## config.mk

```make
export PLATFORM = sky130hd
export DESIGN_NAME = reel_stop_controller
export DESIGN_NICKNAME = d
export VERILOG_FILES = /design/src/rtl/reel_pkg.sv /design/src/rtl/reel_counter.sv /design/src/rtl/reel_stop_controller.sv
export SDC_FILE = /design/constraint.sdc
export NUM_CORES = 1
export LEC_CHECK = 0
export ABC_CLOCK_PERIOD_IN_PS = 2700
export CORE_AREA = 5 5 88 90
export DETAILED_ROUTE_END_ITERATION = 8
export DIE_AREA = 0 0 93 95
export GPL_TIMING_DRIVEN = 0
export PLACE_DENSITY = 0.84
export SLEW_MARGIN = 20
export SYNTH_ARGS = -nofsm -noshare
export SYNTH_HDL_FRONTEND = slang
export SYNTH_SLANG_ARGS = --single-unit
```

## constraint.sdc

```tcl
create_clock -name clk -period 2.7 [get_ports clk]
set_input_delay 0.54 -clock clk [delete_from_list [all_inputs] [get_ports clk]]
set_output_delay 0.54 -clock clk [all_outputs]
set_load 0.02 [all_outputs]
```

## src/rtl/reel_pkg.sv

```systemverilog
// Shared types and helpers for the reel stop controller: FSM state encoding,
// per-reel step period and counter-width helpers.
package reel_pkg;

  localparam int MAX_REELS = 16;

  typedef enum logic [1:0] {
    BLINK = 2'd0,
    SPIN  = 2'd1,
    DONE  = 2'd2
  } state_t;

  // Step period of reel idx in clock cycles.
  function automatic int period(input int idx, input int base_div, input int div_step);
    return base_div + idx * div_step;
  endfunction

  // Width of a counter that holds 0..n-1 (at least one bit).
  function automatic int cnt_w(input int n);
    return (n <= 2) ? 1 : $clog2(n);
  endfunction

endpackage

```

## src/rtl/reel_counter.sv

```systemverilog
// One reel: clock-enable divider, modulo code counter and spinning flag.
// A stop on the same edge as a step wins, so the code keeps its pre-edge value.
module reel_counter
  import reel_pkg::*;
#(
  parameter int MOD           = 10,
  parameter int CODE_W        = 4,
  parameter int PERIOD        = 4,
  parameter bit SPIN_AT_RESET = 1'b0
) (
  input  logic              clk,
  input  logic              rst,
  input  logic              start,
  input  logic              stop,
  output logic [CODE_W-1:0] code,
  output logic              spinning
);

  localparam int                DIV_W     = cnt_w(PERIOD);
  localparam logic [DIV_W-1:0]  DIV_LAST  = DIV_W'(PERIOD - 1);
  localparam logic [CODE_W-1:0] CODE_LAST = CODE_W'(MOD - 1);

  logic [DIV_W-1:0] div;

  always_ff @(posedge clk or posedge rst) begin
    if (rst) begin
      code     <= '0;
      div      <= '0;
      spinning <= SPIN_AT_RESET;
    end else if (start) begin
      spinning <= 1'b1;
      div      <= '0;
    end else if (spinning) begin
      if (stop) begin
        spinning <= 1'b0;
      end else if (div == DIV_LAST) begin
        div  <= '0;
        code <= (code == CODE_LAST) ? '0 : code + 1'b1;
      end else begin
        div <= div + 1'b1;
      end
    end
  end

endmodule

```

## src/rtl/reel_stop_controller.sv

```systemverilog
// N-reel selecting-machine core: startup blink, spinning reels, ordered stops,
// all-stopped/match result and restart. Define REEL_ANY_ORDER_EN to accept stops in any order.
module reel_stop_controller
  import reel_pkg::*;
#(
  parameter int NUM_REELS      = 7,
  parameter int MOD            = 10,
  parameter int CODE_W         = 4,
  parameter int BASE_DIV       = 4,
  parameter int DIV_STEP       = 2,
  parameter int STARTUP_BLINKS = 6,
  parameter int BLINK_DIV      = 8
) (
  input  logic                        clk,
  input  logic                        rst,
  input  logic [NUM_REELS-1:0]        stop_pulse,
  input  logic                        restart,
  output logic [NUM_REELS*CODE_W-1:0] code,
  output logic [NUM_REELS-1:0]        spinning,
  output logic                        blink,
  output logic                        all_stopped,
  output logic                        match
);

  // With no blink phase the machine comes out of reset already spinning.
  localparam bit               SKIP_BLINK  = (STARTUP_BLINKS == 0);
  localparam state_t           RESET_STATE = SKIP_BLINK ? SPIN : BLINK;
  localparam int               HB_W        = cnt_w(STARTUP_BLINKS + 1);
  localparam int               BD_W        = cnt_w(BLINK_DIV);
  localparam logic [BD_W-1:0]  BD_LAST     = BD_W'(BLINK_DIV - 1);
  localparam logic [HB_W-1:0]  HB_LAST     = HB_W'(STARTUP_BLINKS - 1);

  state_t              state, state_next;
  logic [HB_W-1:0]     hb;
  logic [BD_W-1:0]     bdiv;
  logic [NUM_REELS-1:0] eligible;
  logic [NUM_REELS-1:0] stop_acc;
  logic                start_all;
  logic                enter_done;
  logic                codes_equal;

`ifdef REEL_ANY_ORDER_EN
  assign eligible = spinning;
`else
  // Only the highest-index spinning reel may stop; the reel above it must be idle.
  logic [NUM_REELS:0] sp_ext;
  assign sp_ext   = {1'b0, spinning};
  assign eligible = spinning & ~sp_ext[NUM_REELS:1];
`endif

  always_comb begin
    codes_equal = 1'b1;
    for (int i = 1; i < NUM_REELS; i++) begin
      if (code[i*CODE_W +: CODE_W] != code[CODE_W-1:0]) codes_equal = 1'b0;
    end
  end

  always_comb begin
    state_next = state;
    start_all  = 1'b0;
    stop_acc   = '0;
    enter_done = 1'b0;
    case (state)
      BLINK: begin
        if (bdiv == BD_LAST && hb == HB_LAST) begin
          state_next = SPIN;
          start_all  = 1'b1;
        end
      end
      SPIN: begin
        stop_acc = stop_pulse & eligible;
        if (stop_acc != '0 && (spinning & ~stop_acc) == '0) begin
          state_next = DONE;
          enter_done = 1'b1;
        end
      end
      DONE: begin
        if (restart) begin
          state_next = SPIN;
          start_all  = 1'b1;
        end
      end
      default: state_next = RESET_STATE;
    endcase
  end

  always_ff @(posedge clk or posedge rst) begin
    if (rst) begin
      state       <= RESET_STATE;
      hb          <= '0;
      bdiv        <= '0;
      all_stopped <= 1'b0;
      match       <= 1'b0;
    end else begin
      state <= state_next;
      if (state == BLINK) begin
        if (bdiv == BD_LAST) begin
          bdiv <= '0;
          hb   <= hb + 1'b1;
        end else begin
          bdiv <= bdiv + 1'b1;
        end
      end
      // Codes are frozen on the final-stop edge, so the pre-edge compare is the result.
      if (enter_done) begin
        all_stopped <= 1'b1;
        match       <= codes_equal;
      end else if (start_all) begin
        all_stopped <= 1'b0;
        match       <= 1'b0;
      end
    end
  end

  assign blink = (state == BLINK) && !hb[0];

  for (genvar i = 0; i < NUM_REELS; i++) begin : g_reel
    reel_counter #(
      .MOD          (MOD),
      .CODE_W       (CODE_W),
      .PERIOD       (period(i, BASE_DIV, DIV_STEP)),
      .SPIN_AT_RESET(SKIP_BLINK)
    ) u_reel (
      .clk     (clk),
      .rst     (rst),
      .start   (start_all),
      .stop    (stop_acc[i]),
      .code    (code[i*CODE_W +: CODE_W]),
      .spinning(spinning[i])
    );
  end

endmodule

```

==> flow_summary.toml <==
[clock_network]
clock_insertion_delay_worst_skew_ns = 0.35
cts-root-buf = "sky130_fd_sc_hd__clkbuf_8"
gates_resized_cts_repair = 0
cts.reportedPaths.clkPinSlew_ns = 0.07
clock-sinks = 69
cts_made_buffers = 9
htree_levels = 3
clock_tree.buffer_depth = 2
count_of_hold_buffers_inserted_by_post_cts_repair = 0
cts_tree = "built"
post_cts.repair.setup_buffers = 0

[logic_synthesis]
synth_top_area_cell = "sky130_fd_sc_hd__dfrtp_1"
synth_seq_cells = 69
synthesis.yosys.warnings = 0
syn-num-nets = 392
syn_area_per_cell_um2 = 10.0
synth_commonest_cells = "69 x sky130_fd_sc_hd__dfrtp_1, 40 x sky130_fd_sc_hd__nor2_1, 29 x sky130_fd_sc_hd__nand2_1, 20 x sky130_fd_sc_hd__a21oi_1, 20 x sky130_fd_sc_hd__nor3_1"
synth_area_um2 = 3690
ys.flop_type = "sky130_fd_sc_hd__dfrtp_1"
yosysTopAreaCellShare_pct = 46.7
ys_seq_area_share_pct = 46.7
asr_flop_ratio_synth_pct = 100
synth-edff-count = 0
synthDistinctLibCells = 50
synth.top_cells.by_area = "sky130_fd_sc_hd__dfrtp_1 47%, sky130_fd_sc_hd__ha_1 4.4%, sky130_fd_sc_hd__nor2_1 4.1%, sky130_fd_sc_hd__nand2_1 2.9%, sky130_fd_sc_hd__a21oi_1 2.7%"
post_synth_inst_count = 369
yosysMostFrequentCell = "sky130_fd_sc_hd__dfrtp_1"

[setup_path]
critical_path.endpoint_type = "register"
critical_path.startpoint_type = "primary input"
worst_r2r_endpoint = "g_reel[6].u_reel.code[3]$_DFFE_PP0P_"
required_ns = 2.97
timing.setup.critical_path_class = "primary input to register"
arrival_time_of_data_at_the_critical_path_endpoint_ns = 2.50
setup.worst_path.start = "stop_pulse[3]"
ff2ff_setup_slack_ns = 0.49
worstReg2RegStart = "bdiv[0]$_DFFE_PP0N_"
worst_path_max_fanout = 3
rr_worst_depth = 8
critical_path_endpoint = "match$_DFFE_PP0P_"

[placed_design]
dp.final_hpwl_um = 5730
globalplace.congestion = 0.856
placement.setup.worst_slack_ns = 0.229
numPortBuffers = 47

[global_route]
antenna_found_initial = 0
wire_length_of_the_first_global_routing_pass_um = 13200
use_met3_pct = 3.27
via_count_of_the_first_global_routing_pass = 2733
grt_max_degree = 58
grt_util_all_layers_pct = 19.2
globalRoute.busiestLayer = "met2"
groute.layer.met1.usage_pct = 24.2
globalRouteMet2Util_pct = 32.8
gr-total-overflow = 0

[power]
total_power_density_per_cell_area_nw_per_um2 = 1130
leakagePower_nw = 1.97
vdd.ir_drop.worst_mv = 0.446
overall_power_of_the_completed_layout_mw = 5.07

[route]
via_per_inst = 5.68
detail_route.wl_per_cell_um = 15.2
detailroute.via_count = 2913
route.final.wire_length_um = 7810
drtPass1Iterations = 4
remaining_drc_errors = 0
antenna_violating_nets_post_route = 0
drt_first_iter_violations = 125

[timing]
final_worst_slack_ns = 0.463
slew_viol_final = 0
rsz_0062_raised_after_global_routing = "false"
finalWorstPathRequiredPeriod_ns = 2.24
hold_violations = 0
timing.final.crit_share_pct = 82.8
slew_at_the_pin_closest_to_its_max_slew_limit_ns = 0.602
timing.final.setup_violations = 0
fmax_mhz = 447
fin_skew_ns = 0.00489
max_slew_margin_pct = 59.6

[floorplan]
floorplan.initialDensity_pct = 52.9
die_w_um = 93
floorplan.core_area_um2 = 6980
die_height_um = 95
rows = 31
ios = 48
die_area_um2 = 8840

[cells_and_area]
syn2layout_area_growth_pct = 21.3
finalNetCount = 451
antenna_diode_count = 0
drive_gt1_share_pct = 10.9

[outcome]
result_of_the_run = "completed"

[flow_run]
max_cap_violations = 0

[worst_hold_path]
min-delay-path-class = "primary input to asynchronous set/reset pin"
[how the worst min path moves through the flow]
stage / endpoint / cells after the start
after global routing: state[1]$_DFFE_PP0P_ / 2
after detailed placement: all_stopped$_DFFE_PP0P_ / 1
final: all_stopped$_DFFE_PP0P_ / 2
after global placement: hb[2]$_DFFE_PP0P_ / 1
after floorplan: hb[2]$_DFFE_PP0P_ / 1
after CTS: state[1]$_DFFE_PP0P_ / 2
[power by group]
part           internal [mW]  switching (mW)
combinational           1.10            1.15
sequential              1.47           0.557
clock                  0.422           0.369
total                   3.00            2.07
[final cells by class]
type,instances,area [um2]
inverter,17,66.3
clock inverter,1,5.00
buffer,15,103
sequential,69,1730
clock buffer,13,179
tap,82,103
timing repair buffer,48,498
fill,550,2500
multi-input combinational,268,1800
[registers in the layout, indices dropped and copies added, names as in the netlist]
signal                  cells
all_stopped                 1
g_reel.u_reel.code         28
match                       1
state                       2
g_reel.u_reel.div          24
g_reel.u_reel.spinning      7
bdiv                        3
hb                          3
[metal layers]
layer / vias to the layer above / part of all wire, % / routed length [um]
met5: - / 0 / 0
met4: 0 / 2.2 / 174
met3: 13 / 3.8 / 293
met2: 54 / 50 / 3910
met1: 1425 / 44 / 3430
li1: 1421 / - / -
[cells in the final DEF (no fill, tap or decap), types with 3 or more instances in the layout]
cell	count
sky130_fd_sc_hd__nor2b_1	8
sky130_fd_sc_hd__o21ai_1	7
sky130_fd_sc_hd__nand4_1	3
sky130_fd_sc_hd__nand2_1	29
sky130_fd_sc_hd__and3_1	5
sky130_fd_sc_hd__buf_2	4
sky130_fd_sc_hd__nand3_1	11
sky130_fd_sc_hd__nor2_1	40
sky130_fd_sc_hd__o21ai_0	10
sky130_fd_sc_hd__nand2b_1	7
sky130_fd_sc_hd__dfrtp_1	69
sky130_fd_sc_hd__nor3_1	20
sky130_fd_sc_hd__xor2_1	9
sky130_fd_sc_hd__or4_1	4
sky130_fd_sc_hd__buf_4	9
sky130_fd_sc_hd__and4b_1	6
sky130_fd_sc_hd__mux2_2	3
sky130_fd_sc_hd__nor3_2	6
sky130_fd_sc_hd__xnor2_1	9
sky130_fd_sc_hd__a221o_1	6
sky130_fd_sc_hd__mux2_1	7
sky130_fd_sc_hd__inv_1	16
sky130_fd_sc_hd__nor3b_1	4
sky130_fd_sc_hd__clkbuf_8	13
sky130_fd_sc_hd__o21ai_2	3
sky130_fd_sc_hd__mux2i_1	10
sky130_fd_sc_hd__clkdlybuf4s50_1	47
sky130_fd_sc_hd__a21oi_1	20
sky130_fd_sc_hd__ha_1	13
sky130_fd_sc_hd__nand3b_1	4
[critical path, stage by stage]
cell                              delay [ns]
sky130_fd_sc_hd__clkdlybuf4s50_1        0.49
sky130_fd_sc_hd__nand2b_1               0.09
sky130_fd_sc_hd__a222oi_1               0.40
sky130_fd_sc_hd__nand3_1                0.16
sky130_fd_sc_hd__nor3_1                 0.54
sky130_fd_sc_hd__mux2i_1                0.28
[through the flow]
| stage | hold WS [ns] | std cells | utilization (%) | area (um2) | TNS, ns |
|---|---|---|---|---|---|
| 2_1_floorplan | 0.446 | 369 | - | 3690 | 0 |
| 3_3_place_gp | 0.459 | 498 | 61.1 | 4270 | -50.61 |
| 3_5_place_dp | 0.475 | 499 | 61.6 | 4300 | 0 |
| 4_1_cts | 0.457 | 513 | 64.2 | 4480 | 0 |
| 5_1_grt | 0.478 | 513 | 64.2 | 4480 | 0 |
| 6_report | 0.455 | 513 | 64.2 | 4480 | 0 |
[logic make-up after synthesis]
family,after synthesis,synth area share (%)
flip-flops,69,46.7
AND/OR/NAND/NOR,156,23.1
adder cells (fa/ha/maj),13,4.40
buffers and inverters,32,4.50
XOR/XNOR,18,4.27
AO/OA/AOI/OAI,61,11.3
multiplexers,20,5.76
Note: power is estimated with default switching activity, not from simulation.
